==> src/rtl/async_reg_pkg.sv <==
// Shared definitions for the async register bank: capture-edge encodings,
// synchroniser depth limit and the capture-event decode.
package async_reg_pkg;

    localparam int SYNC_STAGES_MAX = 3;

    typedef enum logic [1:0] {
        EDGE_RISE = 2'd0,
        EDGE_FALL = 2'd1,
        EDGE_BOTH = 2'd2
    } edge_e;

    // prev is the delayed strobe, cur the synchronised strobe.
    function automatic logic capture_event(input edge_e mode, input logic prev, input logic cur);
        logic hit;
        hit = 1'b0;
        case (mode)
            EDGE_RISE: hit = ~prev & cur;
            EDGE_FALL: hit = prev & ~cur;
            EDGE_BOTH: hit = prev ^ cur;
            default:   hit = 1'b0;
        endcase
        return hit;
    endfunction

endpackage

==> src/rtl/async_reg_chan.sv <==
// One register channel: strobe/data synchroniser, edge-detected capture and
// sticky set/clear overrides on the combinational output.
module async_reg_chan
    import async_reg_pkg::*;
#(
    parameter int               WIDTH       = 8,
    parameter int               SYNC_STAGES = 0,
    parameter edge_e            EDGE        = EDGE_RISE,
    parameter logic [WIDTH-1:0] RESET_VAL   = '0
) (
    input  logic             clock,
    input  logic             reset,
    input  logic             s,
    input  logic             r,
    input  logic             c,
    input  logic [WIDTH-1:0] d,
    output logic [WIDTH-1:0] q,
    output logic             wr_pulse
);

    logic             c_s;
    logic [WIDTH-1:0] d_s;

    // Data rides an equal-depth pipeline so it stays aligned with its strobe.
    generate
        if (SYNC_STAGES == 0) begin : g_no_sync
            assign c_s = c;
            assign d_s = d;
        end else begin : g_sync
            logic [SYNC_STAGES-1:0] c_sync_q;
            logic [SYNC_STAGES-1:0] c_sync_d;
            logic [WIDTH-1:0]       d_sync_q [SYNC_STAGES];
            logic [WIDTH-1:0]       d_sync_d [SYNC_STAGES];

            always_comb begin
                c_sync_d    = '0;
                d_sync_d    = '{default: '0};
                c_sync_d[0] = c;
                d_sync_d[0] = d;
                for (int i = 1; i < SYNC_STAGES; i++) begin
                    c_sync_d[i] = c_sync_q[i-1];
                    d_sync_d[i] = d_sync_q[i-1];
                end
            end

            always_ff @(posedge clock or posedge reset) begin
                if (reset) begin
                    c_sync_q <= '0;
                    for (int i = 0; i < SYNC_STAGES; i++) begin
                        d_sync_q[i] <= '0;
                    end
                end else begin
                    c_sync_q <= c_sync_d;
                    d_sync_q <= d_sync_d;
                end
            end

            assign c_s = c_sync_q[SYNC_STAGES-1];
            assign d_s = d_sync_q[SYNC_STAGES-1];
        end
    endgenerate

    logic [WIDTH-1:0] val_q, val_d;
    logic             c_dly_q, c_dly_d;
    logic             wr_pulse_q, wr_pulse_d;
    logic             capture;
    logic             override;

    // val reloads q every cycle, which makes a set/clear stick after release.
    always_comb begin
        override   = r | s;
        capture    = capture_event(EDGE, c_dly_q, c_s);
        q          = r ? '0 : (s ? '1 : val_q);
        val_d      = (capture && !override) ? d_s : q;
        wr_pulse_d = capture && !override;
        c_dly_d    = c_s;
    end

    always_ff @(posedge clock or posedge reset) begin
        if (reset) begin
            val_q      <= RESET_VAL;
            c_dly_q    <= 1'b0;
            wr_pulse_q <= 1'b0;
        end else begin
            val_q      <= val_d;
            c_dly_q    <= c_dly_d;
            wr_pulse_q <= wr_pulse_d;
        end
    end

    assign wr_pulse = wr_pulse_q;

endmodule

==> src/rtl/async_reg_bank.sv <==
// Bank of independent register channels written by strobes from a foreign
// clock domain; ports are packed channel-major.
module async_reg_bank
    import async_reg_pkg::*;
#(
    parameter int               WIDTH       = 8,
    parameter int               CHANNELS    = 4,
    parameter int               SYNC_STAGES = 0,
    parameter edge_e            EDGE        = EDGE_RISE,
    parameter logic [WIDTH-1:0] RESET_VAL   = '0
) (
    input  logic                      clock,
    input  logic                      reset,
    input  logic [CHANNELS-1:0]       s,
    input  logic [CHANNELS-1:0]       r,
    input  logic [CHANNELS-1:0]       c,
    input  logic [CHANNELS*WIDTH-1:0] d,
    output logic [CHANNELS*WIDTH-1:0] q,
    output logic [CHANNELS-1:0]       wr_pulse
);

    generate
        for (genvar n = 0; n < CHANNELS; n++) begin : g_chan
            async_reg_chan #(
                .WIDTH       (WIDTH),
                .SYNC_STAGES (SYNC_STAGES),
                .EDGE        (EDGE),
                .RESET_VAL   (RESET_VAL)
            ) u_chan (
                .clock    (clock),
                .reset    (reset),
                .s        (s[n]),
                .r        (r[n]),
                .c        (c[n]),
                .d        (d[n*WIDTH +: WIDTH]),
                .q        (q[n*WIDTH +: WIDTH]),
                .wr_pulse (wr_pulse[n])
            );
        end
    endgenerate

endmodule

==> config.mk <==
export PLATFORM = sky130hd
export DESIGN_NAME = async_reg_bank
export DESIGN_NICKNAME = d
export VERILOG_FILES = /design/src/rtl/async_reg_pkg.sv /design/src/rtl/async_reg_chan.sv /design/src/rtl/async_reg_bank.sv
export SDC_FILE = /design/constraint.sdc
export NUM_CORES = 1
export LEC_CHECK = 0
export ABC_AREA = 1
export CELL_PAD_IN_SITES_DETAIL_PLACEMENT = 0
export CELL_PAD_IN_SITES_GLOBAL_PLACEMENT = 1
export CORE_ASPECT_RATIO = 0.7
export CORE_MARGIN = 4
export CORE_UTILIZATION = 28
export CTS_BUF_LIST = sky130_fd_sc_hd__clkbuf_16
export DETAILED_ROUTE_END_ITERATION = 10
export GPL_TIMING_DRIVEN = 1
export PLACE_DENSITY_LB_ADDON = 0.1
export SLEW_MARGIN = 20
export SYNTH_ARGS = -nofsm -noshare
export SYNTH_HDL_FRONTEND = slang
export SYNTH_SLANG_ARGS = --single-unit
==> constraint.sdc <==
create_clock -name clock -period 1.15 [get_ports clock]
set_input_delay 0.23 -clock clock [delete_from_list [all_inputs] [get_ports clock]]
set_output_delay 0.23 -clock clock [all_outputs]
set_load 0.05 [all_outputs]
==> flow_metrics.py, run 1 <==
metrics = {
    "synth": {
        "synth_common_cells": "nand2_1, nor2_1, dfrtp_1",
        "synth.largest_area_cell": "dfrtp_1",
        "yosysSeqAreaShare_pct": 50.1,
        "ys_ff_latch": 40,
        "ys_async_sr_fraction_pct": 100,
        "yosys-top-cells-area": "dfrtp_1, nand2_1, nor2_1",
        "ys_types": 10,
        "avgSynthCellArea_um2": 8.57,
        "postSynthCellCount": 233,
        "synth_ff_type": "dfrtp_1",
        "syn_nets": 279,
        "synthesis.area_um2": 2000,
        "synth_top_area_share_pct": 50.1,
        "yosysWarnings": 0,
        "synth_edf_count": 0,
    },
    "sta": {
        "min_period_over_period_pct": 106,
        "final.min_clock_period_ns": 1.22,
        "setup_viol": 32,
        "tightest_slew_ns": 0.264,
        "fmax_mhz": 819,
        "fin_skew_ns": 0.00110,
        "drv_slew": 0,
        "fin_ws_ns": -0.0715,
        "hold_viol": 0,
        "rsz0062_at_grt": "yes",
        "max_slew_margin_pct": 82.4,
    },
    "cells_and_area": {
        "drive_above_1_share_pct": 50.3,
        "nets": 415,
        "n_antenna_cell": 0,
        "area_growth_pct": 123,
        "fin_cells": 464,
        "fill_cells": 566,
        "utilization_pct": 65.0,
    },
    "critical_path": {
        "critPathKind": "primary input to output pin",
        "r2r_start": "g_chan[0].u_chan.val_q[1]$_DFF_PP0_",
        "cp_cell_sequence": "dlygate4sd2_1 > buf_12 > nor2_2 > nor2_4 > buf_12",
        "r2r_slack_ns": 0.17,
        "crit_fanout": 9,
        "max_stage_delay_ns": 0.26,
        "arrival_ns": 0.99,
        "crit_slowest_cell": "dlygate4sd2_1",
        "required_ns": 0.92,
        "cp-end-kind": "output pin",
        "start_kind": "primary input",
        "r2r_cells": 6,
        "cp_common_cell": "buf_12",
        "worstReg2RegEnd": "g_chan[0].u_chan.val_q[1]$_DFF_PP0_",
    },
    "cts": {
        "cts_tree": "built",
        "clock_latency_ns": 0.28,
        "cts-htree-levels": 2,
        "cts_root_buffer": "clkbuf_16",
        "clock_path_buffers": 2,
        "cts_num_sinks": 40,
        "clk_pin_slew_ns": 0.06,
        "numCtsBuffers": 5,
        "ctsHoldBuffers": 0,
    },
    "min_path": {
        "hold_class": "primary input to asynchronous set/reset pin",
    },
    "global_route": {
        "grt_pass1_vias": 2045,
        "grt-ovfl-total": 0,
        "gr-usage-all-layers_pct": 14.9,
        "antenna_found_initial": 0,
        "grt_pass1_wl_mm": 10.0,
        "grt_start_max_net_pins": 21,
    },
    "die": {
        "die_w_um": 109,
        "die-area_um2": 8570,
        "core_um2": 6850,
        "rows": 25,
        "dieHeight_um": 78.7,
        "io_pins": 82,
        "start_util_pct": 29.2,
    },
    "outcome": {
        "violations": "negative setup slack",
        "outcome": "finished, violations left",
    },
    "flow_run": {
        "maxCapViolCount": 0,
    },
    "routing": {
        "drtIter0Drc": 43,
        "postRouteWirelength_mm": 5.97,
        "dr_total_vias": 1960,
        "drt-pass1-iter-count": 4,
        "ant_nets": 0,
        "post-route-drc-count": 0,
        "avgRoutedWirePerCell_um": 12.9,
        "viasPerCell": 4.22,
    },
    "place": {
        "port_buffers": 81,
        "pre_cts_ws_ns": -0.412,
        "place_congestion": 0.716,
        "dp_hpwl_mm": 4.00,
        "placedCellCount": 442,
    },
    "power": {
        "ir_worst_vdd_mv": 0.544,
        "powerDensity_nw_per_um2": 1030,
        "p_leak_nw": 2.13,
    },
}
## per-stage QoR
step	total power, mW	instance area, µm²	TNS, ns	hold WS [ns]
floorplan	2.24	2060	-2.80	0.261
global placement	3.02	3700	-19.83	0.565
detailed placement	3.03	3700	-20.58	0.563
CTS	4.64	4430	-1.81	0.278
global route	4.81	4460	-2.58	0.286
finish	4.60	4460	-1.40	0.272
## worst max-delay path: cells and delay by family
| kind | cells | cell delay [ns] |
|---|---|---|
| buf+inv | 3 | 0.56 |
| simple gates | 2 | 0.21 |
## layout make-up
cell class / count / area [µm²] / area share, %
Clock buffer: 5 / 125 / 2.81
Multi-Input combinational cell: 172 / 1290 / 29.0
Inverter: 9 / 33.8 / 0.758
Tap cell: 94 / 118 / 2.64
Timing Repair Buffer: 141 / 1880 / 42.1
Sequential cell: 40 / 1000 / 22.5
Clock inverter: 3 / 11.3 / 0.253
## routing by layer
metal,track usage [%],vias up,part of all wire (%)
li1,-,992,-
met2,24.7,53,49
met3,3.86,5,5.7
met1,19.4,910,45
met4,3.03,0,0.77
met5,0,-,0
## sequential cells by signal (all words and copies together), names as in the netlist
signal	flops
g_chan.u_chan.c_dly_q	4
g_chan.u_chan.val_q	32
g_chan.u_chan.wr_pulse	4
## how the worst max path moves through the flow
| stage | from | endpoint | slack [ns] | depth (start not counted) |
|---|---|---|---|---|
| 6_report | s[1] | q[12] | -0.07 | 5 |
| 3_3_place_gp | s[3] | q[31] | -0.39 | 5 |
| 4_1_cts | s[2] | q[22] | -0.07 | 5 |
| 2_1_floorplan | r[3] | g_chan[3].u_chan.val_q[4]$_DFF_PP0_ | -0.18 | 4 |
| 5_1_grt | g_chan[3].u_chan.val_q[3]$_DFF_PP0_ | q[27] | -0.11 | 3 |
| 3_5_place_dp | s[3] | q[28] | -0.41 | 5 |
## kinds of logic (layout without fill, tap and decap cells)
| logic type | Yosys count | after routing | share of synthesized area [%] |
|---|---|---|---|
| and+or+nand+nor | 172 | 172 | 42.4 |
| DFF | 40 | 40 | 50.1 |
| buffers and inverters | 21 | 158 | 7.52 |
## report_power, final
part / total (mW) / internal (mW) / switching [mW]
registers: 1.60 / 1.51 / 0.0831
logic: 1.71 / 0.885 / 0.824
clock network: 1.30 / 0.780 / 0.516
total: 4.60 / 3.18 / 1.42
## cells in the final DEF, fill, tap and decap left out, drive strengths merged
master	Yosys	final
buf	12	96
nor2	72	72
nand2	68	68
dfrtp	40	40
clkdlybuf4s50	0	37
nand3	32	32
inv	9	10
clkbuf	0	5
bufbuf	0	4
clkdlybuf4s15	0	3
clkinv	0	2
dlygate4sd2	0	1
## what timing repair did
action	CTS	global route
pin swaps	11	7
cloned	7	0
resized for setup	125	7
setup endpoints to repair	56	32
setup buffers	7	0
(Power assumes the default switching activity.)
==> run 2, diff against run 1 <==
==> constraint.sdc (replaced) <==
create_clock -name clock -period 1.15 [get_ports clock]
set_input_delay 0.1725 -clock clock [delete_from_list [all_inputs] [get_ports clock]]
set_output_delay 0.1725 -clock clock [all_outputs]
set_load 0.05 [all_outputs]
==> run 2 against run 1 <==
Compared with the run above:
- the run still ends with negative setup slack left
- final cell count down 0.43%
- via count fell by 1.7%
- routed wire length is 6.9% lower
- sequential power about the same
- sequential share of layout area increased by 1.1 points
- hold slack worse by 0.027 ns
- non-clock buffer count decreased by 2
- fmax up 5.5%
- clock-buffer cell count stayed put
- critical path type is now register to output pin
- largest power group unchanged
- highest routed layer unchanged
==> flow_metrics.py, run 2 (synthesized netlist as in run 1, its figures left out) <==
metrics = {
    "outcome": {
        "outcome": "finished, violations left",
        "violations": "negative setup slack",
    },
    "die": {
        "dieHeight_um": 78.7,
        "die-area_um2": 8570,
        "die_w_um": 109,
        "io_pins": 82,
        "start_util_pct": 29.2,
        "rows": 25,
        "core_um2": 6850,
    },
    "global_route": {
        "grt_start_max_net_pins": 21,
        "gr-usage-all-layers_pct": 14.3,
        "grt_pass1_vias": 2047,
        "grt_pass1_wl_mm": 9.72,
        "antenna_found_initial": 0,
        "grt-ovfl-total": 0,
    },
    "cts": {
        "ctsHoldBuffers": 0,
        "clock_latency_ns": 0.27,
        "cts-htree-levels": 2,
        "numCtsBuffers": 5,
        "cts_num_sinks": 40,
        "cts_tree": "built",
        "clock_path_buffers": 2,
        "clk_pin_slew_ns": 0.06,
        "cts_root_buffer": "clkbuf_16",
    },
    "sta": {
        "max_slew_margin_pct": 82.7,
        "setup-tns-final_ns": -0.0407,
        "drv_slew": 0,
        "setup_viol": 8,
        "hold_viol": 0,
        "min_period_over_period_pct": 101,
        "fin_ws_ns": -0.00773,
        "fin_skew_ns": 0.00259,
        "tightest_slew_ns": 0.260,
        "rsz0062_at_grt": "yes",
        "fmax_mhz": 864,
        "final.min_clock_period_ns": 1.16,
    },
    "critical_path": {
        "crit_cells": 3,
        "worstReg2RegEnd": "g_chan[1].u_chan.val_q[3]$_DFF_PP0_",
        "cp_num_buf_inv": 1,
        "arrival_ns": 0.99,
        "start_kind": "register",
        "cp_cell_sequence": "nor2_2 > nor2_4 > buf_12",
        "r2r_start": "g_chan[1].u_chan.val_q[3]$_DFF_PP0_",
        "cp-end-kind": "output pin",
        "max_stage_delay_ns": 0.37,
        "crit_fanout": 2,
        "cpLargestDelayFamily": "flip-flops",
        "required_ns": 0.98,
        "crit_slowest_cell": "dfrtp_1",
        "critPathKind": "register to output pin",
        "r2r_slack_ns": 0.14,
        "r2r_cells": 6,
    },
    "place": {
        "place_congestion": 0.711,
        "dpl-instance-area_um2": 3660,
        "placedCellCount": 439,
        "port_buffers": 81,
        "pre_cts_ws_ns": -0.307,
        "dp_hpwl_mm": 4.00,
    },
    "cells_and_area": {
        "largest_reg_flops": 32,
        "finalInstanceArea_um2": 4250,
        "area_growth_pct": 113,
        "n_antenna_cell": 0,
        "fin_cells": 462,
        "drive_above_1_share_pct": 48.4,
        "final_cell_mix": "nand2_1, buf_12, dfrtp_1",
        "final_common_cell": "nand2_1",
        "top_register": "g_chan.u_chan.val_q",
        "nets": 413,
    },
    "routing": {
        "post-route-drc-count": 0,
        "top_layer_used": "met4",
        "dr_total_vias": 1926,
        "wl_met2_mm": 2.63,
        "met3WireLength_um": 374,
        "ant_nets": 0,
        "wl_met1_mm": 2.53,
        "postRouteWirelength_mm": 5.56,
        "avgRoutedWirePerCell_um": 12.0,
        "viasPerCell": 4.17,
        "drt-pass1-iter-count": 4,
        "drtIter0Drc": 34,
    },
    "power": {
        "seqPwrFrac_pct": 35.0,
        "power.switching_mw": 1.35,
        "ir_worst_vdd_mv": 0.577,
        "finalPower_mw": 4.48,
        "powerDensity_nw_per_um2": 1050,
        "p_comb_share_pct": 36.2,
        "power_frac_clock_pct": 28.8,
        "swShare_pct": 30.2,
        "intPower_mw": 3.13,
        "p_leak_nw": 2.07,
    },
    "flow_run": {
        "maxCapViolCount": 0,
    },
    "min_path": {
        "hold_class": "primary input to asynchronous set/reset pin",
    },
}
==> run 2: changes by cell type in the layout (fill, tap and decap cells not counted), sizes merged <==
cell | before | now
clkbuf | 5 | 6
dlygate4sd2 | 1 | 5
bufbuf | 4 | 3
clkdlybuf4s15 | 3 | 2
buf | 96 | 91
==> run 2: metrics by stage <==
stage	hold slack, ns	util (%)
6_report	0.246	62.1
5_1_grt	0.279	62.1
4_1_cts	0.245	61.7
3_5_place_dp	0.532	53.5
3_3_place_gp	0.535	53.5
2_1_floorplan	0.204	-
==> run 2: power by group through the flow <==
stage	Combinational, mW	Clock (mW)	Sequential [mW]
5_1_grt	1.72	1.38	1.58
4_1_cts	1.63	1.33	1.57
2_1_floorplan	0.677	0	1.57
3_3_place_gp	1.43	0	1.57
6_report	1.62	1.29	1.57
3_5_place_dp	1.44	0	1.58
==> run 2: metal layers <==
layer | vias up | GRT usage [%]
met4 | 0 | 2.65
li1 | 990 | -
met5 | - | 0
met3 | 2 | 4.52
met1 | 878 | 19.3
met2 | 56 | 22.6
==> run 2: cell type report <==
cell class,instances,area (µm²)
Timing Repair Buffer,139,1820
Tap cell,94,118
Fill cell,578,2600
Multi-Input combinational cell,172,1140
Clock inverter,3,11.3
Sequential cell,40,1000
Clock buffer,5,125
Inverter,9,33.8
==> run 2: what timing repair did <==
item / in CTS / in global routing
pin swaps: 13 / 8
setup endpoints to repair: 33 / 32
endpoints found under the hold margin: 0 / 0
gates resized for setup: 87 / 3
setup buffers: 8 / 3
gates cloned: 5 / 0
==> run 2: how the worst max path moves through the flow <==
stage	from	endpoint	slack, ns
floorplan	r[3]	g_chan[3].u_chan.val_q[4]$_DFF_PP0_	-0.13
global placement	s[3]	q[31]	-0.29
detailed placement	s[3]	q[27]	-0.31
CTS	g_chan[3].u_chan.val_q[3]$_DFF_PP0_	q[27]	-0.02
global route	g_chan[1].u_chan.val_q[1]$_DFF_PP0_	q[9]	-0.07
finish	g_chan[3].u_chan.val_q[6]$_DFF_PP0_	q[30]	-0.008
==> run 2: worst reg2reg max path, stage by stage, from the launching register on <==
cell and delay, ns:
dfrtp_1 0.37, nor2_2 0.15, nor2_4 0.06, buf_4 0.12
buf_4 0.11, nand2_1 0.05, nand2_1 0.04
==> run 3, diff against run 2 <==
Settings changed: CORE_MARGIN 4 to 2.
==> run 3 against run 2 <==
Compared with the run above:
- the run still ends with negative setup slack left
- sequential cell count unchanged
- utilization decreased by 0.72 points
- fmax decreased by 0.92%
- via count decreased by 1.4%
- worst setup slack got worse by 0.011 ns
- sequential power about the same
==> flow_metrics.py, run 3 (synthesized netlist as in run 1, its figures left out) <==
metrics = {
    "cells_and_area": {
        "n_antenna_cell": 0,
        "top_register": "g_chan.u_chan.val_q",
        "utilization_pct": 61.4,
        "finalInstanceArea_um2": 4180,
        "final_common_cell": "nand2_1",
        "area_growth_pct": 110,
        "drive_above_1_share_pct": 47.9,
        "largest_reg_flops": 32,
        "final_cell_mix": "nand2_1, buf_12, dfrtp_1",
        "nets": 403,
    },
    "power": {
        "powerDensity_nw_per_um2": 1070,
        "ir_worst_vdd_mv": 0.599,
        "finalPower_mw": 4.46,
        "p_leak_nw": 2.02,
    },
    "global_route": {
        "grt_pass1_vias": 1961,
        "grt-ovfl-total": 0,
        "grt_start_max_net_pins": 21,
        "gr-usage-all-layers_pct": 15.2,
        "antenna_found_initial": 0,
        "grt_pass1_wl_mm": 9.15,
    },
    "critical_path": {
        "crit_fanout": 2,
        "r2r_slack_ns": 0.14,
        "max_stage_delay_ns": 0.38,
        "cp-end-kind": "output pin",
        "cpLargestDelayFamily": "flip-flops",
        "required_ns": 0.98,
        "critPathKind": "register to output pin",
        "cp_num_buf_inv": 1,
        "cp_cell_sequence": "nor2_2 > nor2_4 > buf_12",
        "arrival_ns": 1.00,
        "crit_slowest_cell": "dfrtp_1",
        "start_kind": "register",
    },
    "routing": {
        "post-route-drc-count": 0,
        "postRouteWirelength_mm": 5.42,
        "viasPerCell": 4.21,
        "ant_nets": 0,
        "dr_total_vias": 1899,
        "drtIter0Drc": 24,
        "drt-pass1-iter-count": 4,
        "avgRoutedWirePerCell_um": 12.0,
    },
    "flow_run": {
        "maxCapViolCount": 0,
    },
    "place": {
        "port_buffers": 81,
        "dpl-instance-area_um2": 3620,
        "pre_cts_ws_ns": -0.297,
        "place_congestion": 0.736,
        "dp_hpwl_mm": 3.76,
    },
    "die": {
        "start_util_pct": 29.3,
        "die-area_um2": 7830,
        "dieHeight_um": 74.7,
        "die_w_um": 105,
        "rows": 25,
        "core_um2": 6820,
        "io_pins": 82,
    },
    "outcome": {
        "violations": "negative setup slack",
        "outcome": "finished, violations left",
    },
    "sta": {
        "tightest_slew_ns": 0.182,
        "setup_viol": 7,
        "hold_viol": 0,
        "fin_ws_ns": -0.0185,
        "whs_ns": 0.242,
        "max_slew_margin_pct": 87.8,
        "drv_slew": 0,
        "fin_skew_ns": 0.00398,
        "fmax_mhz": 856,
        "rsz0062_at_grt": "yes",
        "final.min_clock_period_ns": 1.17,
        "min_period_over_period_pct": 102,
    },
    "cts": {
        "cts-htree-levels": 2,
        "clk_pin_slew_ns": 0.06,
        "clock_latency_ns": 0.28,
        "numCtsBuffers": 5,
        "cts_tree": "built",
        "clock_path_buffers": 2,
        "cts_num_sinks": 40,
        "cts_root_buffer": "clkbuf_16",
    },
    "min_path": {
        "hold_class": "primary input to asynchronous set/reset pin",
    },
}
## run 3: final timing paths
path                                                startpoint                             endpoint  cells after the start
setup / recovery           g_chan[2].u_chan.val_q[0]$_DFF_PP0_                                q[16]                      3
hold / removal                                           reset  g_chan[2].u_chan.val_q[0]$_DFF_PP0_                      3
setup reg to reg           g_chan[3].u_chan.val_q[4]$_DFF_PP0_  g_chan[3].u_chan.val_q[4]$_DFF_PP0_                      6
hold reg to reg            g_chan[1].u_chan.val_q[7]$_DFF_PP0_  g_chan[1].u_chan.val_q[7]$_DFF_PP0_                      4
max in group asynchronous                                reset  g_chan[1].u_chan.val_q[3]$_DFF_PP0_                      3
min in group clock                                        r[0]  g_chan[0].u_chan.val_q[4]$_DFF_PP0_                      5
## run 3: tightest hold or removal path, delay by kind of cell
| family | cells | cell delay [ns] |
|---|---|---|
| buffers and inverters | 3 | 0.68 |
## run 3: layer usage
| metal | global-route usage (%) | wire length [µm] | vias to the layer above | part of all wire (%) |
|---|---|---|---|---|
| met3 | 4.07 | 310 | 7 | 5.7 |
| met5 | 0 | 0 | - | 0 |
| met2 | 26.3 | 2630 | 52 | 49 |
| met4 | 5.78 | 84 | 0 | 1.6 |
| met1 | 18.6 | 2390 | 866 | 44 |
| li1 | - | - | 974 | - |
## run 3: stage by stage
step | setup TNS [ns] | cells
after floorplan | -1.42 | 233
after global placement | -12.95 | 433
after detailed placement | -13.14 | 433
after CTS | -0.239 | 451
after global routing | -1.02 | 451
final | -0.0624 | 451
## run 3: timing repair
item / in CTS / in global routing
cloned: 4 / 0
endpoints found under the hold margin: 0 / 0
buffers inserted: 7 / 0
pin swaps: 15 / 6
setup endpoints to repair: 32 / 32
hold buffers: 0 / 0
gates resized for setup: 91 / 1
## run 3: area by class of cell
| type | count | area, µm² |
|---|---|---|
| clock buffers | 5 | 125 |
| clock inverters | 2 | 7.51 |
| fillers | 597 | 2640 |
| inverters | 9 | 33.8 |
| multi-input cells | 172 | 1170 |
| flip-flops and latches | 40 | 1000 |
| well taps | 94 | 118 |
| repair buffers | 129 | 1730 |
## run 3: report_power, final
group	internal (mW)	total (mW)	switching [mW]	leakage, nW
Combinational	0.809	1.60	0.789	1.45
Sequential	1.51	1.57	0.0546	0.502
Clock	0.776	1.30	0.523	0.0648
